$ cat src/rtl/axi4s_pattern_gen.sv
// AXI4-Stream video pattern source with runtime geometry, four patterns and a frame counter.
// Define AXI4S_PATTERN_GEN_GAP_EN to build the line/frame blanking (HGAP/VGAP) logic.
module axi4s_pattern_gen #(
  parameter int TDATA_WIDTH = 32,
  parameter int X_WIDTH     = 12,
  parameter int Y_WIDTH     = 12,
  parameter int GAP_WIDTH   = 8
) (
  input  logic                   aclk,
  input  logic                   areset,
  input  logic                   enable,
  input  logic [X_WIDTH-1:0]     param_width,
  input  logic [Y_WIDTH-1:0]     param_height,
  input  logic [1:0]             param_mode,
  input  logic [TDATA_WIDTH-1:0] param_color,
  input  logic [GAP_WIDTH-1:0]   param_hgap,
  input  logic [GAP_WIDTH-1:0]   param_vgap,
  output logic                   m_axi4s_tuser,
  output logic                   m_axi4s_tlast,
  output logic [TDATA_WIDTH-1:0] m_axi4s_tdata,
  output logic                   m_axi4s_tvalid,
  input  logic                   m_axi4s_tready,
  output logic [15:0]            frame_count,
  output logic                   busy
);

  localparam int HW = TDATA_WIDTH / 2;

  typedef enum logic [1:0] {
    ST_IDLE   = 2'd0,
    ST_ACTIVE = 2'd1,
    ST_HGAP   = 2'd2,
    ST_VGAP   = 2'd3
  } state_t;

  function automatic logic [X_WIDTH-1:0] fix_width(input logic [X_WIDTH-1:0] w);
    return (w == {X_WIDTH{1'b0}}) ? X_WIDTH'(1'b1) : w;
  endfunction

  function automatic logic [Y_WIDTH-1:0] fix_height(input logic [Y_WIDTH-1:0] h);
    return (h == {Y_WIDTH{1'b0}}) ? Y_WIDTH'(1'b1) : h;
  endfunction

  function automatic logic [X_WIDTH-1:0] bar_length(input logic [X_WIDTH-1:0] w);
    logic [X_WIDTH-1:0] l;
    l = w >> 2'd3;
    return (l == {X_WIDTH{1'b0}}) ? X_WIDTH'(1'b1) : l;
  endfunction

  function automatic logic [TDATA_WIDTH-1:0] pixel(
    input logic [1:0]             mode,
    input logic [TDATA_WIDTH-1:0] color,
    input logic [X_WIDTH-1:0]     x,
    input logic [Y_WIDTH-1:0]     y,
    input logic [15:0]            fc,
    input logic [2:0]             bar
  );
    logic [TDATA_WIDTH-1:0] xe;
    logic [TDATA_WIDTH-1:0] ye;
    logic [23:0]            bars;
    xe   = TDATA_WIDTH'(x);
    ye   = TDATA_WIDTH'(y);
    bars = {{8{~bar[2]}}, {8{~bar[1]}}, {8{~bar[0]}}};
    case (mode)
      2'd0:    pixel = {ye[HW-1:0], xe[HW-1:0]};
      2'd1:    pixel = TDATA_WIDTH'(bars);
      2'd2:    pixel = color;
      2'd3:    pixel = xe + ye + TDATA_WIDTH'(fc);
      default: pixel = {TDATA_WIDTH{1'b0}};
    endcase
  endfunction

  state_t                 state_r;
  logic [X_WIDTH-1:0]     x_r, w_r, bar_len_r, bar_cnt_r;
  logic [Y_WIDTH-1:0]     y_r, h_r;
  logic [1:0]             mode_r;
  logic [TDATA_WIDTH-1:0] color_r, tdata_r;
  logic [2:0]             bar_r;
  logic [15:0]            frame_count_r;
  logic                   tvalid_r, tuser_r, tlast_r, busy_r;

  logic                   accept_s, eol_s, eof_s, frame_done_s, frame_end_s, restart_s;
  logic [15:0]            fc_next_s;
  logic [X_WIDTH-1:0]     x_inc_s, w_start_s, bar_cnt_next_s;
  logic [Y_WIDTH-1:0]     h_start_s;
  logic [2:0]             bar_next_s;

`ifdef AXI4S_PATTERN_GEN_GAP_EN
  logic [GAP_WIDTH-1:0]   hgap_r, vgap_r, gap_cnt_r;
`else
  logic                   unused_gap_s;
  assign unused_gap_s = ^{param_hgap, param_vgap};
`endif

  // Handshake, line/frame boundary detection and next-pixel bookkeeping
  always_comb begin
    accept_s       = tvalid_r & m_axi4s_tready;
    eol_s          = (x_r == w_r - X_WIDTH'(1'b1));
    eof_s          = eol_s & (y_r == h_r - Y_WIDTH'(1'b1));
    frame_done_s   = accept_s & eof_s;
    fc_next_s      = frame_done_s ? frame_count_r + 16'd1 : frame_count_r;
    x_inc_s        = x_r + X_WIDTH'(1'b1);
    w_start_s      = fix_width(param_width);
    h_start_s      = fix_height(param_height);
    if (bar_cnt_r == bar_len_r - X_WIDTH'(1'b1)) begin
      bar_cnt_next_s = {X_WIDTH{1'b0}};
      bar_next_s     = (bar_r == 3'd7) ? 3'd7 : bar_r + 3'd1;
    end else begin
      bar_cnt_next_s = bar_cnt_r + X_WIDTH'(1'b1);
      bar_next_s     = bar_r;
    end
`ifdef AXI4S_PATTERN_GEN_GAP_EN
    frame_end_s = (frame_done_s & (vgap_r == {GAP_WIDTH{1'b0}})) |
                  ((state_r == ST_VGAP) & (gap_cnt_r == GAP_WIDTH'(1'b1)));
`else
    frame_end_s = frame_done_s;
`endif
    restart_s = enable & ((state_r == ST_IDLE) | frame_end_s);
  end

  // Frame sequencer; outputs are loaded with the next beat whenever the position advances
  always_ff @(posedge aclk) begin
    if (areset) begin
      state_r       <= ST_IDLE;
      x_r           <= {X_WIDTH{1'b0}};
      y_r           <= {Y_WIDTH{1'b0}};
      w_r           <= X_WIDTH'(1'b1);
      h_r           <= Y_WIDTH'(1'b1);
      mode_r        <= 2'd0;
      color_r       <= {TDATA_WIDTH{1'b0}};
      bar_len_r     <= X_WIDTH'(1'b1);
      bar_cnt_r     <= {X_WIDTH{1'b0}};
      bar_r         <= 3'd0;
      frame_count_r <= 16'd0;
      tdata_r       <= {TDATA_WIDTH{1'b0}};
      tvalid_r      <= 1'b0;
      tuser_r       <= 1'b0;
      tlast_r       <= 1'b0;
      busy_r        <= 1'b0;
`ifdef AXI4S_PATTERN_GEN_GAP_EN
      hgap_r        <= {GAP_WIDTH{1'b0}};
      vgap_r        <= {GAP_WIDTH{1'b0}};
      gap_cnt_r     <= {GAP_WIDTH{1'b0}};
`endif
    end else begin
      frame_count_r <= fc_next_s;
      if (restart_s) begin
        state_r   <= ST_ACTIVE;
        busy_r    <= 1'b1;
        x_r       <= {X_WIDTH{1'b0}};
        y_r       <= {Y_WIDTH{1'b0}};
        w_r       <= w_start_s;
        h_r       <= h_start_s;
        mode_r    <= param_mode;
        color_r   <= param_color;
        bar_len_r <= bar_length(w_start_s);
        bar_cnt_r <= {X_WIDTH{1'b0}};
        bar_r     <= 3'd0;
`ifdef AXI4S_PATTERN_GEN_GAP_EN
        hgap_r    <= param_hgap;
        vgap_r    <= param_vgap;
`endif
        tvalid_r  <= 1'b1;
        tuser_r   <= 1'b1;
        tlast_r   <= (w_start_s == X_WIDTH'(1'b1));
        tdata_r   <= pixel(param_mode, param_color, {X_WIDTH{1'b0}}, {Y_WIDTH{1'b0}},
                           fc_next_s, 3'd0);
      end else begin
        case (state_r)
          ST_ACTIVE: begin
            if (accept_s) begin
              if (!eol_s) begin
                x_r       <= x_inc_s;
                bar_r     <= bar_next_s;
                bar_cnt_r <= bar_cnt_next_s;
                tuser_r   <= 1'b0;
                tlast_r   <= (x_inc_s == w_r - X_WIDTH'(1'b1));
                tdata_r   <= pixel(mode_r, color_r, x_inc_s, y_r, frame_count_r, bar_next_s);
              end else if (!eof_s) begin
                // Next line's first beat is staged now and simply held through any HGAP
                x_r       <= {X_WIDTH{1'b0}};
                y_r       <= y_r + Y_WIDTH'(1'b1);
                bar_r     <= 3'd0;
                bar_cnt_r <= {X_WIDTH{1'b0}};
                tuser_r   <= 1'b0;
                tlast_r   <= (w_r == X_WIDTH'(1'b1));
                tdata_r   <= pixel(mode_r, color_r, {X_WIDTH{1'b0}}, y_r + Y_WIDTH'(1'b1),
                                   frame_count_r, 3'd0);
`ifdef AXI4S_PATTERN_GEN_GAP_EN
                if (hgap_r != {GAP_WIDTH{1'b0}}) begin
                  state_r   <= ST_HGAP;
                  gap_cnt_r <= hgap_r;
                  tvalid_r  <= 1'b0;
                end else begin
                  state_r   <= ST_ACTIVE;
                end
`endif
              end else begin
                tvalid_r <= 1'b0;
                tuser_r  <= 1'b0;
                tlast_r  <= 1'b0;
`ifdef AXI4S_PATTERN_GEN_GAP_EN
                if (vgap_r != {GAP_WIDTH{1'b0}}) begin
                  state_r   <= ST_VGAP;
                  gap_cnt_r <= vgap_r;
                end else begin
                  state_r <= ST_IDLE;
                  busy_r  <= 1'b0;
                end
`else
                state_r <= ST_IDLE;
                busy_r  <= 1'b0;
`endif
              end
            end
          end
`ifdef AXI4S_PATTERN_GEN_GAP_EN
          ST_HGAP: begin
            if (gap_cnt_r == GAP_WIDTH'(1'b1)) begin
              state_r  <= ST_ACTIVE;
              tvalid_r <= 1'b1;
            end else begin
              gap_cnt_r <= gap_cnt_r - GAP_WIDTH'(1'b1);
            end
          end
          ST_VGAP: begin
            if (gap_cnt_r == GAP_WIDTH'(1'b1)) begin
              state_r <= ST_IDLE;
              busy_r  <= 1'b0;
            end else begin
              gap_cnt_r <= gap_cnt_r - GAP_WIDTH'(1'b1);
            end
          end
`endif
          default: state_r <= state_r;
        endcase
      end
    end
  end

  assign m_axi4s_tuser  = tuser_r;
  assign m_axi4s_tlast  = tlast_r;
  assign m_axi4s_tdata  = tdata_r;
  assign m_axi4s_tvalid = tvalid_r;
  assign frame_count    = frame_count_r;
  assign busy           = busy_r;

endmodule

$ cat config.mk
export PLATFORM = sky130hd
export DESIGN_NAME = axi4s_pattern_gen
export DESIGN_NICKNAME = d
export VERILOG_FILES = /design/src/rtl/axi4s_pattern_gen.sv
export SDC_FILE = /design/constraint.sdc
export NUM_CORES = 1
export LEC_CHECK = 0
export CELL_PAD_IN_SITES_DETAIL_PLACEMENT = 0
export CELL_PAD_IN_SITES_GLOBAL_PLACEMENT = 1
export CORE_UTILIZATION = 35
export CTS_BUF_LIST = sky130_fd_sc_hd__clkbuf_4 sky130_fd_sc_hd__clkbuf_8
export DETAILED_ROUTE_END_ITERATION = 6
export GPL_TIMING_DRIVEN = 0
export PLACE_DENSITY_LB_ADDON = 0.1
export SYNTH_ARGS = -nofsm -noshare
export SYNTH_HDL_FRONTEND = slang
export SYNTH_SLANG_ARGS = --single-unit
$ cat constraint.sdc
create_clock -name aclk -period 3.9 [get_ports aclk]
set_input_delay 0.78 -clock aclk [delete_from_list [all_inputs] [get_ports aclk]]
set_output_delay 0.78 -clock aclk [all_outputs]
set_load 0.03 [all_outputs]
[Word-level counts from Yosys, hierarchy flattened]
Index checks and enable logic that the tools add are counted.
Word-level totals
  register bits: 161
  bits of input ports: 78
  output and inout bits: 52
  word-level logic and storage cells: 104
Cells by class
  add/sub/neg operators: 11
  equal/unequal tests: 15
  muxes and demuxes: 38
  bitwise gates (word level): 9
  reduce and logical (&&, ||, !) cells: 16
Operators with widths (count)
  32-bit one-hot mux with 4 select lines: 3
  32-bit two-way mux: 5
  12-bit two-way mux: 6
  12-bit == test: 4
  12-bit by 1-bit adder with 12-bit output, second input constant: 3
  12-bit zero test: 3
  12-bit by 1-bit subtractor with 12-bit output, second input constant: 3
  12-bit by 1-bit == test with 1-bit output, second input constant: 2
  1-bit two-way mux: 18
  12-bit by 16-bit adder with 17-bit output: 1
  13-bit by 16-bit adder with 17-bit output: 1
  16-bit by 1-bit adder with 16-bit output, second input constant: 1
  16-bit two-way mux: 1
  12-bit by 12-bit adder with 13-bit output: 1
  3-bit two-way mux: 4
  9-bit two-way mux: 1
  2-bit == test, second input constant: 4
  4-bit AND reduction: 2
  2-bit nonzero test: 4
  2-bit zero test: 3
  3-bit AND reduction: 2
  1-bit bitwise AND: 4
  2-bit by 1-bit == test with 1-bit output, second input constant: 2
  1-bit NOT: 4
  other kinds (7): 7

[Depth between registers and ports, before layout]
  word-level depth: 9
  depth in mapped cells: 17

[Worst setup path after synthesis]
OpenSTA, ideal clock, no wires.
  path kind: reg2reg
  start: reg x_r[3]
  end: reg tdata_r[14] (netlist: m_axi4s_tdata[14])
  library setup time: 91 ps
  arrival: 3727 ps
  data required time: 3809 ps
  slack: 82 ps
  cell stages (with the launch flop): 17
  buffers on the path: 1
  path through: dfxtp_1 clkbuf_1 nand3_1 nor2_1 and3_1 xor2_1 fa_1 ha_1 a21o_1 or3_1 nor3_1 nor2_1 a41oi_1 xor2_1 o221ai_1 nand3_1 a311oi_1
Between the ends
  word-level cells in the longest chain between the ends: 8
  elaborated cells between the ends (all ways): 19
  classes of those cells: add/sub: 3; eq/ne: 2; mux: 7; bitwise: 4; reduce/logical: 3
Ends and longest elaborated chain
  start: declaration: RTL line 74  | logic [X_WIDTH-1:0] x_r, w_r, bar_len_r, bar_cnt_r;
  start signal: assignment: RTL line 125  | x_r <= {X_WIDTH{1'b0}};
  start signal: assignment: RTL line 150  | x_r <= {X_WIDTH{1'b0}};
  start signal: assignment: RTL line 173  | x_r <= x_inc_s;
  12-bit by 1-bit adder with 12-bit output: RTL line 102  | x_inc_s = x_r + X_WIDTH'(1'b1);
  12-bit by 12-bit adder with 13-bit output: RTL line 68  | 2'd3: pixel = xe + ye + TDATA_WIDTH'(fc);
  13-bit by 16-bit adder with 17-bit output: RTL line 68
  32-bit one-hot mux with 4 select lines: RTL line 64  | case (mode)
  32-bit two-way mux: RTL line 172  | if (!eol_s) begin
  32-bit two-way mux: RTL line 171  | if (accept_s) begin
  32-bit two-way mux: RTL line 169  | case (state_r)
  32-bit two-way mux: RTL line 147  | if (restart_s) begin
  end signal: assignment: RTL line 166  | tdata_r <= pixel(param_mode, param_color, {X_WIDTH{1'b0}}, {Y_WIDTH{1'b0}},
  end signal: assignment: RTL line 178  | tdata_r <= pixel(mode_r, color_r, x_inc_s, y_r, frame_count_r, bar_next_s);
  end signal: assignment: RTL line 187  | tdata_r <= pixel(mode_r, color_r, {X_WIDTH{1'b0}}, y_r + Y_WIDTH'(1'b1),
  end: declaration: RTL line 77  | logic [TDATA_WIDTH-1:0] color_r, tdata_r;
Parallel ways exist; a longest one is shown, timed or not. The select of a mux whose other input is x is not followed.
A chain may end at the register's enable or synchronous reset.

[Final worst setup path]
  start: reg x_r[1]
  end: reg tdata_r[14] (netlist: m_axi4s_tdata[14])
The elaborated chain is that of the path after synthesis.

==> metrics <==
outcome complete, but fails checks; violated checks DRC, setup timing; Layout Cells excl Fill 2076; Clk pwr share 31.5%; synthesized flop and latch total 156; Port Buffer Count 112; dominant cell type by area after synthesis dfxtp_1; H-tree Lvls 4; clock slew at reported path FFs 0.10 ns; Initial Util 35.9%; crit path time final 3.96 ns; design area 14500 um^2; mapped cell area 11100 um^2; synth unique cells 83; die area 32400 um^2; Die Wd 180 um; top-area cell type share of the netlist area 28.2%; diodes inserted 0; Most Crowded Layer GR met2; crit path max fanout 5; VDD IR max 229 uV; Post-synth ARST share 0%; area of the multi-input gates 8210 um^2; Max clock buf depth 2; hold crit path type register to register; first-pass GRT wire length 74800 um; sequential fraction of the synthesis area 28.2%; max-cap viol count 0; cells after synthesis 1487; setup ws final -0.0623 ns; row cnt 64; kind of critical path register to register; DR vias/cell 5.90; Syn. warnings 0; Tcrit/Tclk final 102%; Fmax 252 MHz; sw frac 36.0%; Core ar. 30800 um^2; Synth Net Count 1612; gr ovfl total 0; clk sinks 156; antenna viol nets, final 0; Worst-Skew Late Latency 0.52 ns; Num CTS Buffers 17; CP arrival 4.38 ns; CTS tree yes; number of nets in the layout 1792; average wire per standard cell 24.8 um; placement-stage cell area 12700 um^2; met2 Usage GRT 51.4%; final wirelength 51400 um; Fin. Hold Viols 0; Placed Cells 1995; Max Slew Vio Count 0; power density over the cells 290 nW/um^2; Worst slew margin 31.3%; Most used DFF post-synth dfxtp_1; Final GP Congestion 0.977; DRC Markers 3; leakage power 5.46 nW; combinational share of power 27.5%; met1 usage 38.3%; Post-Syn Area per Cell 7.45 um^2; sequential cell area 3160 um^2; fillers 3139; Int Pwr 2.70 mW; Critical Path Source Type register; clock skew 0.0202 ns; part of the power in registers 41.1%; Setup Viol. Count Final 4; vias 12200; Post-synth EDFFs 0; GRT Total Usage 31.3%; Final Util 47.1%; Die Span Y 180 um; # IOs 130; Worst EP required 4.31 ns; vias in the first global route 11900; drt initial violations 1102; Worst Tran Pin Value 1.03 ns; drt first pass iters 7; pin count of the biggest net entering global routing 17; area delta synth->final 31.2%; top cells by area, synth dfxtp_1 28%, a21oi_1 8.0%, nand2_1 6.9%, xnor2_1 5.5%, nor2_1 4.7%; RSZ-0062 raised after global routing true; P_sw 1.52 mW; layout cells sized above 1 16.1%; initial antenna violation count 0; CTS Root Cell clkbuf_8; hpwl dp 38500 um; GR Util met3 5.15%; cts hold-fix bufs 0; Crit. End Element register
-- power groups by stage --
stage / clock (mW) / sequential (mW) / combinational, mW
after CTS: 1.34 / 1.73 / 1.08
final: 1.33 / 1.73 / 1.16
after global placement: 0 / 1.77 / 1.00
after detailed placement: 0 / 1.77 / 1.00
after global routing: 1.40 / 1.74 / 1.23
after floorplan: 0 / 1.80 / 0.538
-- routing by layer --
metal | share of wire, % | vias up
met5 | 0 | -
met4 | 6.4 | 0
met3 | 6.1 | 140
met2 | 46 | 458
met1 | 41 | 5973
li1 | - | 5675
-- kinds of logic (layout without fill, tap and decap cells) --
logic type / after synthesis / count (layout) / synth area share [%]
xor gates and xnor gates: 111 / 111 / 9.03
muxes: 17 / 17 / 1.57
adders and majority gates: 47 / 47 / 6.26
buffers and inverters: 141 / 333 / 5.11
DFF: 156 / 156 / 28.2
and+or+nand+nor: 601 / 602 / 26.5
AOI/OAI and AO/OA: 414 / 414 / 23.3
-- Yosys cell counts (all sizes together), types with 10 or more instances --
cell type and number:
or3 22, mux2i 14, nor2 139, and2 16, fa 14, nand2b 11
xor2 40, a31oi 13, nand3 50, xnor2 69, o21a 11, a211oi 12
nor3 45, dfxtp 156, inv 28, o211ai 13, ha 33, a21o 10
nand4 19, a22oi 11, nor4 23, nand3b 10, nand2 204, a21oi 178
o21ai 71, buf 23, and3 16, clkbuf 87, o31ai 10
-- registers in the layout, indices dropped and copies added, names as in the netlist --
name,flops
color_r,32
m_axi4s_tdata,32
frame_count,16
bar_cnt_r,12
h_r,12
w_r,12
x_r,12
y_r,12
bar_len_r,8
bar_r,3
mode_r,2
m_axi4s_tlast,1
m_axi4s_tuser,1
state_r,1
-- critical path: stages, from the launching register on --
cell and delay [ns]:
dfxtp_4 0.39, ha_4 0.17, nand4_1 0.19, nor2_2 0.22, xor2_2 0.18, buf_6 0.15
fa_1 0.42, ha_2 0.22, a21o_1 0.21, or3_4 0.39, nor3_4 0.17, nor2_4 0.08
a41oi_4 0.28, xor2_1 0.10, o221ai_1 0.24, nand3_1 0.17, a311oi_1 0.28
-- cells in the final DEF, fill, tap and decap left out, drive strengths merged, types with 8 or more instances in the layout --
master | synthesis | routed
a21oi | 178 | 178
and2 | 16 | 16
nor2 | 139 | 139
nand3b | 10 | 10
o21ai | 71 | 71
a31oi | 13 | 13
o21a | 11 | 11
mux2i | 14 | 14
nand2 | 204 | 204
o221ai | 8 | 8
inv | 28 | 32
xnor2 | 69 | 69
o31ai | 10 | 10
dfxtp | 156 | 156
clkbuf | 87 | 102
a21o | 10 | 10
nand3 | 50 | 50
xor2 | 40 | 40
ha | 33 | 33
nand4 | 19 | 19
o211ai | 13 | 13
a211oi | 12 | 12
a22oi | 11 | 11
nand2b | 11 | 11
or2 | 8 | 8
nor4 | 23 | 23
or3 | 22 | 22
clkdlybuf4s50 | 0 | 112
buf | 23 | 76
and3 | 16 | 17
nor2b | 8 | 8
nor3 | 45 | 45
fa | 14 | 14
-- what timing repair did --
item                                    CTS  global route
endpoints found under the setup margin  153           137
pin swaps                                37            46
setup buffers                            34            19
cloned                                    1             1
resized for setup                       164            95
-- stage by stage --
stage / power [mW] / TNS [ns] / setup slack, ns / hold slack, ns
after floorplan: 2.34 / 0 / 0.0820 / 0.427
after global placement: 2.77 / -127.57 / -1.55 / 0.439
after detailed placement: 2.77 / -135.64 / -1.54 / 0.447
after CTS: 4.15 / -0.0994 / -0.0372 / 0.459
after global routing: 4.37 / -0.950 / -0.186 / 0.476
final: 4.22 / -0.185 / -0.0623 / 0.456
-- area by class of cell --
class	instances	area share, %
Clock buffer	20	1.81
Sequential cell	156	21.8
Clock inverter	12	0.939
Timing Repair Buffer	166	10.9
Multi-Input combinational cell	1191	56.5
Buffer	104	3.82
Tap cell	396	3.41
Inverter	31	0.801
-- final timing paths --
| path | start | to | slack [ns] | cells after the start |
|---|---|---|---|---|
| worst min register to register | color_r[27] | color_r[27] | 0.46 | 2 |
| worst max register to register | x_r[1] | m_axi4s_tdata[14] | -0.06 | 16 |
| worst min-delay path | color_r[27] | color_r[27] | 0.46 | 2 |
| worst max-delay path | x_r[1] | m_axi4s_tdata[14] | -0.06 | 16 |
Power figures use the tool's default switching activity.
